--- src/rtl/wb_rr_arbiter.sv ---
// N-master to 1-slave Wishbone classic arbiter with round-robin grant,
// CYC-based locking and a per-transfer ACK watchdog.
module wb_rr_arbiter #(
    parameter int XLEN        = 32,
    parameter int NUM_MASTERS = 2,
    parameter int TIMEOUT     = 255
) (
    input  logic                          clk,
    input  logic                          rst,
    input  logic [NUM_MASTERS*XLEN-1:0]   m_adr,
    input  logic [NUM_MASTERS*XLEN-1:0]   m_dat_w,
    input  logic [NUM_MASTERS*XLEN/8-1:0] m_sel,
    input  logic [NUM_MASTERS-1:0]        m_we,
    input  logic [NUM_MASTERS-1:0]        m_stb,
    input  logic [NUM_MASTERS-1:0]        m_cyc,
    output logic [XLEN-1:0]               m_dat_r,
    output logic [NUM_MASTERS-1:0]        m_ack,
    output logic [NUM_MASTERS-1:0]        m_err,
    output logic [XLEN-1:0]               s_adr,
    output logic [XLEN-1:0]               s_dat_w,
    output logic [XLEN/8-1:0]             s_sel,
    output logic                          s_we,
    output logic                          s_stb,
    output logic                          s_cyc,
    input  logic [XLEN-1:0]               s_dat_r,
    input  logic                          s_ack
);

    localparam int SW      = XLEN / 8;
    localparam int GW      = $clog2(NUM_MASTERS);
    localparam int CW      = (TIMEOUT > 0) ? $clog2(TIMEOUT + 1) : 1;
    localparam int WD_LAST = (TIMEOUT > 0) ? TIMEOUT - 1 : 0;

    typedef enum logic [1:0] {
        IDLE  = 2'd0,
        BUSY  = 2'd1,
        DRAIN = 2'd2
    } state_t;

    state_t          r_state;
    logic [GW-1:0]   r_grant;
    logic [GW-1:0]   r_last;
    logic [CW-1:0]   r_wd_cnt;

    logic [GW-1:0]   w_next_grant;
    logic            w_stb;
    logic            w_expire;

    // Descending scan so the nearest requester after r_last is written last.
    always_comb begin
        w_next_grant = '0;
        for (int unsigned k = NUM_MASTERS; k >= 1; k--) begin
            if (m_cyc[GW'((32'(r_last) + k) % NUM_MASTERS)])
                w_next_grant = GW'((32'(r_last) + k) % NUM_MASTERS);
        end
    end

    always_comb begin
        s_cyc    = 1'b0;
        s_stb    = 1'b0;
        s_we     = 1'b0;
        s_adr    = '0;
        s_dat_w  = '0;
        s_sel    = '0;
        m_ack    = '0;
        m_err    = '0;
        m_dat_r  = '0;
        w_stb    = 1'b0;
        w_expire = 1'b0;
        if (r_state == BUSY) begin
            w_stb    = m_stb[r_grant] & m_cyc[r_grant];
            w_expire = (TIMEOUT > 0) && w_stb && !s_ack && (r_wd_cnt == CW'(WD_LAST));
            s_adr    = m_adr[r_grant*XLEN +: XLEN];
            s_dat_w  = m_dat_w[r_grant*XLEN +: XLEN];
            s_sel    = m_sel[r_grant*SW +: SW];
            s_we     = m_we[r_grant];
            s_cyc    = m_cyc[r_grant] & ~w_expire;
            s_stb    = w_stb & ~w_expire;
            m_ack[r_grant] = s_ack & w_stb;
            m_err[r_grant] = w_expire;
            m_dat_r  = s_dat_r;
        end
    end

    always_ff @(posedge clk) begin
        if (rst) begin
            r_state  <= IDLE;
            r_grant  <= '0;
            r_last   <= GW'(NUM_MASTERS - 1);
            r_wd_cnt <= '0;
        end else begin
            case (r_state)
                IDLE: begin
                    r_wd_cnt <= '0;
                    if (|m_cyc) begin
                        r_grant <= w_next_grant;
                        r_state <= BUSY;
                    end
                end
                BUSY: begin
                    if (!m_cyc[r_grant]) begin
                        r_last   <= r_grant;
                        r_state  <= IDLE;
                        r_wd_cnt <= '0;
                    end else if (w_expire) begin
                        r_state  <= DRAIN;
                        r_wd_cnt <= '0;
                    end else if ((TIMEOUT > 0) && w_stb && !s_ack) begin
                        r_wd_cnt <= r_wd_cnt + CW'(1);
                    end else begin
                        r_wd_cnt <= '0;
                    end
                end
                DRAIN: begin
                    r_wd_cnt <= '0;
                    if (!m_cyc[r_grant]) begin
                        r_last  <= r_grant;
                        r_state <= IDLE;
                    end
                end
                default: r_state <= IDLE;
            endcase
        end
    end

endmodule

--- config.mk ---
export PLATFORM = sky130hd
export DESIGN_NAME = wb_rr_arbiter
export DESIGN_NICKNAME = d
export VERILOG_FILES = /design/src/rtl/wb_rr_arbiter.sv
export SDC_FILE = /design/constraint.sdc
export NUM_CORES = 1
export LEC_CHECK = 0
export BUFFER_PORTS_ARGS = -buffer_cell sky130_fd_sc_hd__buf_4
export CORE_AREA = 2 2 109 111
export DETAILED_ROUTE_END_ITERATION = 16
export DIE_AREA = 0 0 111 113
export MAX_ROUTING_LAYER = met4
export SYNTH_ARGS = -nofsm -noshare
export SYNTH_HDL_FRONTEND = slang
export SYNTH_SLANG_ARGS = --single-unit
--- constraint.sdc ---
create_clock -name clk -period 4.6 [get_ports clk]
set_input_delay 0.69 -clock clk [delete_from_list [all_inputs] [get_ports clk]]
set_output_delay 0.69 -clock clk [all_outputs]
set_load 0.005 [all_outputs]
# == Word level (Yosys, flattened, before mapping) ==
# Cells that the tools add are included.
# totals
register_bits,12
latch_bits,0
ramBits,0
mem_bits_ro,0
inputBits,177
out_inout_bits,107
wordCells,75
memories,0
# op_classes
addsub,3
mul,0
div_mod_pow,0
order_cmp,4
n_eq_ne,6
shifts,3
mux,34
bitwise,8
n_reduce_logical,13
# op_table
op,count
indexed part select 64 x 7 -> 32 bit,2
two-way mux 32 bit,3
two-way mux 8 bit,3
two-way mux 1 bit,18
case mux 8 bit (2 select lines),1
two-way mux 2 bit,6
"adder 8 x 1 -> 8 bit, second input constant",1
"equality test 8 bit, second input constant",1
indexed part select 8 x 4 -> 4 bit,1
"< comparator 1 x 2 -> 1 bit, second input constant",3
case mux 2 bit (3 select lines),1
OR reduction 2 bit,3
AND 1 bit,4
AND 2 bit,2
logical AND 1 bit,4
two-way mux 4 bit,1
"!= test 2 bit, second input constant",2
AND reduction 2 bit,2
"!= test 3 bit, second input constant",1
AND reduction 3 bit,1
"adder 1 bit, second input constant",2
"equality test 2 x 1 -> 1 bit, second input constant",1
"equality test 2 bit, second input constant",1
logical NOT 2 bit,1
other kinds (5),6

# == Depth between registers and ports, before layout ==
# Gate-level depths: netlist of run 1.
# depth
ltp_word,9
ltp_mapped,7
ltp_nobuf,6

# == Least setup slack after synthesis of run 1 ==
# Ideal clock, no wire load.
# synth_path
path_type,input to output
startpoint,input port m_stb[0]
endpoint,output port m_err[0]
arrival_ns,1.333
required_ns,3.910
slack_ns,2.577
path_stages,4
path_buffers,1
cell_sequence,nand3b_4 > a21bo_1 > buf_6 > nor4_1
# synth_between
elab_chain_cells,7
# synth_lines
item,line_no,text
"start, declared",14,"input logic [NUM_MASTERS-1:0] m_stb,"
two-way mux 1 bit (not written as such) (2 in series),71,w_stb = m_stb[r_grant] & m_cyc[r_grant];
AND 1 bit,71,
logical AND 1 bit (2 in series),72,w_expire = (TIMEOUT > 0) && w_stb && !s_ack && (r_wd_cnt == CW'(WD_LAST));
AND 2 bit (no line),-,
two-way mux 2 bit,70,if (r_state == BUSY) begin
"end, declared",18,"output logic [NUM_MASTERS-1:0] m_err,"
# Every way passes these cells. The select of a mux whose other input is x is not followed.

# == Final worst setup path of run 1 ==
# layout_path
startpoint,register r_state[1]
endpoint,output port m_err[0]
# layout_between
elab_chain_cells,2
# layout_lines
item,line_no,text
"start, declared",40,state_t r_state;
"start signal, assigned",87,r_state <= IDLE;
"start signal, assigned",97,r_state <= BUSY;
"start signal, assigned",103,r_state <= IDLE;
equality test 2 x 1 -> 1 bit,70,
two-way mux 2 bit,70,
# Every way passes these cells.

==> run metrics, run 1 <==
Initial DRC Count=126; DRT Pass-1 Iters=4; Unique masters post-synth=38; gr ovfl total=0; cell family with most CP delay=adder cells; #FFs+latches synth=12; routed wire length=11,400 um; Synth Instances=289; mapped cell area=0.00224 mm^2; Post-CTS Setup Bufs=0; area delta synth->final=103%; PortBufs=283; setup violators final=0; final worst-path cycle share=0.659; critical path required time=3.91 ns; RSZ-0062 raised after global routing=false; pwr dens=194 mW/mm^2; clk sinks=12; Slew @ Worst Pin=0.899 ns; IO Pins=284; status=finished clean; largest net degree at the start of global routing=66; worst reg2reg setup slack=2.17 ns; hold depth=1; most frequent cells in the layout=285 x buf_4, 70 x mux2i_1, 69 x nor2b_1; Worst EP arrival=2.34 ns; Min Clock Period, post-route=3.03 ns; Die Y=113 um; detailed-placement wirelength estimate=9830 um; CP Capture Type=output pin; FF-to-FF path depth=5; Vias=3,060; clk_lat worst skew=0.24 ns; fill count=1,167; leakage=2.18 nW; overall power=0.882 mW; chip width=111 um; remaining routing DRC violations=0; Post-CTS Hold Fix Bufs=0; Final Skew=0.00270 ns; vias in the first global route=3,253; CP peak stage delay=0.79 ns; CP cell instances=inv_1 > ha_2 > a21bo_1 > nor4_1 > buf_4; CTS tree=built; H-tree depth=1; Cell Rows=39; Starting Density=0.198; core area=0.0113 mm^2; post-CTS sizing=0; initial antenna violation count=0; fin. max-slew vios=0; final hold violations=0; Seq/Total Area, Yosys=0.107; gr usage total=0.174; Clock Tree Buf Depth=2; worst hold path class=register to register; antenna-violating nets left=0; Final GP Congestion=0.897; drt wl/cell=16.3 um; Setup WS post-layout=1.57 ns; FF-to-FF Start=r_state[1]; post-DR vias/cell=4.38; clock buffer count from CTS=3; VDD IR-drop max=0.000159 V; r2r endpoint=r_wd_cnt[0]; die area=0.0125 mm^2; max_cap viols=0; hold endpoint=r_wd_cnt[7]; crit path kind=register to output pin; most common library cell in the layout ignoring fill and taps=buf_4; synthesized netlist net count=473; Setup TNS=0 ns; area occupied by registers=244 um^2; Fmax=330 MHz; critical path peak fanout=65; hold_sp=r_wd_cnt[7]; Buf/Inv on CP=2; fin nets=741; Clock Tree Root=clkbuf_16; Yosys warning count=0; CP max stage cell=ha_2; clock-pin slew on the worst setup and hold paths=0.05 ns; slew margin rel.=0.400; pre-CTS setup slack=1.82 ns; Syn Area/Cell=7.74 um^2; first-pass GRT wire length=17,100 um; layout cell share with drive strength beyond 1=0.532; area occupied by multi-input gates=0.00187 mm^2; CP Launch Type=register; ant diodes=0
==> worst max-delay path by stage <==
stage	depth (start not counted)	from	slack (ns)	endpoint
2_1_floorplan	4	m_stb[0]	2.58	m_err[0]
3_3_place_gp	5	r_state[1]	1.89	m_err[0]
3_5_place_dp	5	r_state[1]	1.82	m_err[0]
4_1_cts	5	r_state[1]	1.55	m_err[0]
5_1_grt	5	r_state[1]	1.28	m_err[0]
6_report	5	r_state[1]	1.57	m_err[0]
==> stage by stage <==
stage               area [um^2]  hold slack, ns  utilization  std cells
global route               4540           0.514        0.403        699
detailed placement         4450           0.479        0.395        695
CTS                        4540           0.496        0.403        699
finish                     4540           0.502        0.403        699
global placement           4450           0.477        0.395        695
floorplan                  2240           0.442            -        289
==> area by class of cell <==
| class | instances | share of cell area |
|---|---|---|
| repair buffers | 285 | 0.471 |
| multi-input cells | 249 | 0.411 |
| flip-flops and latches | 12 | 0.0537 |
| well taps | 143 | 0.0394 |
| clock buffers | 4 | 0.0196 |
| inverters | 6 | 0.00496 |
==> cell usage after synthesis <==
cell type,instances,area share
nor4_1,4,0.011
and2_1,32,0.090
mux2i_1,70,0.31
o21ai_0,4,0.0090
nand3_2,1,0.0045
a21bo_1,1,0.0045
ha_1,7,0.039
buf_2,9,0.020
a2111oi_0,1,0.0039
nor3_1,3,0.0067
a22oi_1,1,0.0034
nor4_2,1,0.0056
a2111o_1,1,0.0050
nand4b_1,1,0.0039
nand2b_1,1,0.0028
a32o_1,1,0.0045
a21oi_1,6,0.013
or4_1,2,0.0067
nand4_1,2,0.0056
o22a_1,2,0.0078
buf_6,2,0.010
a211oi_1,2,0.0067
mux2_2,1,0.0050
or3_1,3,0.0084
nand3_1,4,0.0090
nor2_1,7,0.012
nor4b_1,2,0.0078
a31o_2,1,0.0039
xnor2_1,1,0.0039
dfxtp_1,12,0.11
nand2_1,14,0.024
nand3b_4,1,0.0090
nor2b_1,69,0.19
a21o_1,1,0.0034
o41ai_1,1,0.0039
a32oi_1,1,0.0039
clkbuf_1,11,0.018
inv_1,6,0.010
==> power breakdown <==
part           switching (mW)  internal (mW)  total, mW
Sequential             0.0247          0.109      0.134
Clock                  0.0495          0.132      0.181
Combinational           0.216          0.351      0.567
==> cells by family (layout without fill, tap and decap cells) <==
group | Yosys count | after routing | synth area share
adder cells (fa/ha/maj) | 7 | 7 | 0.0392
flip-flops | 12 | 12 | 0.107
AO/OA/AOI/OAI | 23 | 23 | 0.0733
buffers and inverters | 28 | 295 | 0.0588
AND/OR/NAND/NOR | 147 | 147 | 0.399
XOR/XNOR | 1 | 1 | 0.00392
multiplexers | 71 | 71 | 0.318
==> sequential cells by signal, summed over array words and instances (netlist names) <==
register and count:
r_last 1, r_grant 1, r_state 2, r_wd_cnt 8
==> per-layer routing <==
layer,share of wire,global-route usage,vias to the layer above
li1,-,-,1529
met1,0.42,0.219,1367
met2,0.49,0.290,147
met3,0.073,0.0386,17
met4,0.022,0.0342,0
met5,0,-,-
No activity file was read; power rests on OpenSTA's default activity.
==> inputs of run 2 (changes only) <==
--- a/config.mk
+++ b/config.mk
@@ -5,6 +5,7 @@
 export SDC_FILE = /design/constraint.sdc
 export NUM_CORES = 1
 export LEC_CHECK = 0
+export ABC_AREA = 1
 export BUFFER_PORTS_ARGS = -buffer_cell sky130_fd_sc_hd__buf_4
 export CORE_AREA = 2 2 109 111
 export DETAILED_ROUTE_END_ITERATION = 16
==> constraint.sdc (replaced) <==
create_clock -name clk -period 2.5 [get_ports clk]
set_input_delay 0.375 -clock clk [delete_from_list [all_inputs] [get_ports clk]]
set_output_delay 0.375 -clock clk [all_outputs]
set_load 0.005 [all_outputs]
==> run 2 against run 1 <==
Against the previous run:
- critical path depth up 1
- wire length is 1.6% lower
- clock power rose by 62%
- global-route usage is 0.32 points lower
- synthesized area is 4.6% lower
- non-clock buffer count up 5
- die area unchanged
- count of clock-buffer cells in the layout decreased by 1
- combinational power grew to 3.1 times the previous value
- core utilization decreased by 0.77 points
- critical path type unchanged
- highest routed layer unchanged
==> run metrics, run 2 <==
remaining routing DRC violations=0 (unchanged); chip width=111 um (unchanged); post-synthesis compound-gate area fraction=0.204 (was 0.0733); Cell Rows=39 (unchanged); Reg with most FFs=r_wd_cnt (unchanged); Sw Pwr=0.995 mW (was 0.290 mW); largest net degree at the start of global routing=54 (was 66); Final Skew=0.00252 ns (was 0.00270 ns); mapped cell area=0.00213 mm^2 (was 0.00224 mm^2); CP Launch Type=register (unchanged); r2r endpoint=r_wd_cnt[0] (unchanged); PortBufs=283 (unchanged); critical path required time=2.12 ns (was 3.91 ns); VDD IR-drop max=0.000224 V (was 0.000159 V); gr ovfl total=0 (unchanged); synthesized netlist net count=629 (was 473); hold endpoint=r_grant (was r_wd_cnt[7]); final worst-path cycle share=0.857; Clock Tree Buf Depth=2 (unchanged); count leader, synth=nand2_1 (was mux2i_1); RSZ-0062 raised after global routing=false (unchanged); status=finished clean (unchanged); Synth top area share=0.382 (was 0.313); Post-Place Cells=849 (was 695); mux cell area share after synthesis=0 (was 0.318); Vias=3,714 (was 3,060); Slew @ Worst Pin=0.486 ns (was 0.899 ns); Setup WS post-layout=0.358 ns (was 1.57 ns); max_cap viols=0 (unchanged); detailed-placement wirelength estimate=9190 um (was 9830 um); fin nets=895 (was 741); initial antenna violation count=0 (unchanged); H-tree depth=1 (unchanged); post-synthesis adder-cell area fraction=0.0411 (was 0.0392); commonest cells in the synthesized netlist=217 x nand2_1, 80 x a21oi_1, 48 x inv_1 (was 70 x mux2i_1, 69 x nor2b_1, 32 x and2_1); FF-to-FF Start=r_state[1] (unchanged); Die Y=113 um (unchanged); Clock Tree Root=clkbuf_16 (unchanged); area delta synth->final=109% (was 103%); pwr dens=510 mW/mm^2 (was 194 mW/mm^2); post-DR vias/cell=4.36 (was 4.38); vias in the first global route=3,541 (was 3,253); most frequent cells in the layout=289 x buf_4, 217 x nand2_1, 80 x a21oi_1 (was 285 x buf_4, 70 x mux2i_1, 69 x nor2b_1); EDFF count, synth=0 (unchanged); fin. max-slew vios=0 (unchanged); worst reg2reg setup slack=0.90 ns (was 2.17 ns); Fmax=467 MHz; clk_lat worst skew=0.24 ns (about the same); Final Util=0.395 (was 0.403); DRT Pass-1 Iters=5 (was 4); hold depth=2 (was 1); Final Non-Filler Cells=852 (was 699); fin area=0.00445 mm^2 (was 0.00454 mm^2); Post-CTS Hold Fix Bufs=0 (unchanged); CTS tree=built (unchanged); xor-xnor portion of the synthesized cell area=0.00411 (was 0.00392); critical path peak fanout=53 (was 65); share of power burned in registers=0.103 (was 0.152); routed wire length=11,200 um (was 11,400 um); Post-CTS Setup Bufs=0 (unchanged); post-CTS sizing=0 (unchanged); most common library cell in the layout ignoring fill and taps=buf_4 (unchanged); Setup TNS=0 ns (unchanged); crit path kind=register to output pin (unchanged); #FFs+latches synth=12 (unchanged); main combinational cell family by area after synthesis=simple AND/OR/NAND/NOR gates (unchanged); core area=0.0113 mm^2 (unchanged); setup violators final=0 (unchanged); Synth Flop Type=dfxtp_1 (unchanged); FF-to-FF path depth=7 (was 5); Initial DRC Count=182 (was 126); switching share of power=0.438 (was 0.329); clk sinks=12 (unchanged); Synth Instances=445 (was 289); placed cell area=0.00438 mm^2 (was 0.00445 mm^2); Synth Area in Simple Gates=0.489 (was 0.399); largest registers=r_wd_cnt x8, r_state x2 (unchanged); hold_sp=rst (was r_wd_cnt[7]); pre-CTS setup slack=0.599 ns (was 1.82 ns); Clock Power Share=0.129 (was 0.205); Final GP Congestion=0.974 (was 0.897); ys async rst share=0 (unchanged); clock-pin slew on the worst setup and hold paths=0.04 ns (was 0.05 ns); combinational power share=0.768 (was 0.643); Synth area leader=nand2_1 (was mux2i_1); final hold violations=0 (unchanged); worst hold path class=input pin to register (was register to register); clock buffer count from CTS=3 (unchanged); CP Capture Type=output pin (unchanged); Worst EP arrival=1.77 ns (was 2.34 ns); Yosys warning count=0 (unchanged); slew margin rel.=0.676 (was 0.400); ant diodes=0 (unchanged); Min Clock Period, post-route=2.14 ns; leakage=2.61 nW (was 2.18 nW); first-pass GRT wire length=17,300 um (was 17,100 um); Syn Area/Cell=4.79 um^2 (was 7.74 um^2); dominant cells by area after synthesis=nand2_1 38%, a21oi_1 19%, dfxtp_1 11% (was mux2i_1 31%, nor2b_1 19%, dfxtp_1 11%); antenna-violating nets left=0 (unchanged); die area=0.0125 mm^2 (unchanged); IO Pins=284 (unchanged); drt wl/cell=13.2 um (was 16.3 um); Internal Power=1.28 mW (was 0.591 mW); layout cell share with drive strength beyond 1=0.437 (was 0.532); Seq/Total Area, Yosys=0.113 (was 0.107); gr usage total=0.171 (was 0.174); max reg flops=8 (unchanged); Unique masters post-synth=21 (was 38); Starting Density=0.189 (was 0.198)
==> run 2: cell count changes after synthesis, moves of 4 or more <==
cell      previous run  this run
inv_2                0         4
nand2_2              0         7
buf_2                9         3
clkbuf_1            11        24
a21oi_1              6        80
nor4_1               4         0
and2_1              32         0
inv_1                6        48
nand2_1             14       217
mux2i_1             70         0
nor2b_1             69         0
nor2_1               7        22
==> run 2: cell type report <==
class                      count  area [um^2]
clock buffer                   3         75.1
fill                        1203         6820
inverter                      52          195
multi-input combinational    352         1570
sequential                    12          241
tap                          143          179
timing repair buffer         290         2190
==> run 2: power by group through the flow <==
stage / clock network, mW / logic, mW / registers [mW]
finish: 0.294 / 1.75 / 0.234
global route: 0.312 / 1.94 / 0.237
CTS: 0.299 / 1.77 / 0.234
detailed placement: 0 / 1.76 / 0.238
global placement: 0 / 1.75 / 0.237
floorplan: 0 / 0.789 / 0.225
==> run 2: stage by stage <==
step	hold slack, ns	power (mW)
6_report	0.381	2.27
3_3_place_gp	0.443	1.99
5_1_grt	0.391	2.49
4_1_cts	0.383	2.30
2_1_floorplan	0.436	1.01
3_5_place_dp	0.454	2.00
==> run 2: critical path: stages (launching register included) <==
cell and delay (ns):
dfxtp_1 0.35, inv_1 0.10, ha_1 0.21, inv_2 0.29, buf_12 0.28, a21oi_1 0.10
buf_4 0.15
==> run 2: how the worst max path moves through the flow <==
stage / startpoint / to / slack [ns] / cells past startpoint
2_1_floorplan: r_state[1] / s_stb / 0.90 / 6
3_3_place_gp: r_state[1] / s_dat_w[25] / 0.63 / 6
3_5_place_dp: r_state[1] / s_dat_w[25] / 0.60 / 6
4_1_cts: r_state[1] / s_dat_w[25] / 0.34 / 6
5_1_grt: r_state[1] / s_dat_w[25] / 0.21 / 6
6_report: r_state[1] / s_dat_w[25] / 0.36 / 6
==> run 2: kinds of logic (layout without fill, tap and decap cells) <==
group | after synthesis | count (layout)
AO/OA/AOI/OAI | 86 | 86
AND/OR/NAND/NOR | 258 | 258
adder cells (fa/ha/maj) | 7 | 7
flip-flops | 12 | 12
buffers and inverters | 81 | 345
XOR/XNOR | 1 | 1
==> run 2: per-layer routing <==
metal  GRT usage  share of wire  routed length [um]
met2       0.325           0.52                5830
met4      0.0375          0.014                 162
met3      0.0257          0.078                 874
met5           -              0                   0
met1       0.189           0.39                4360
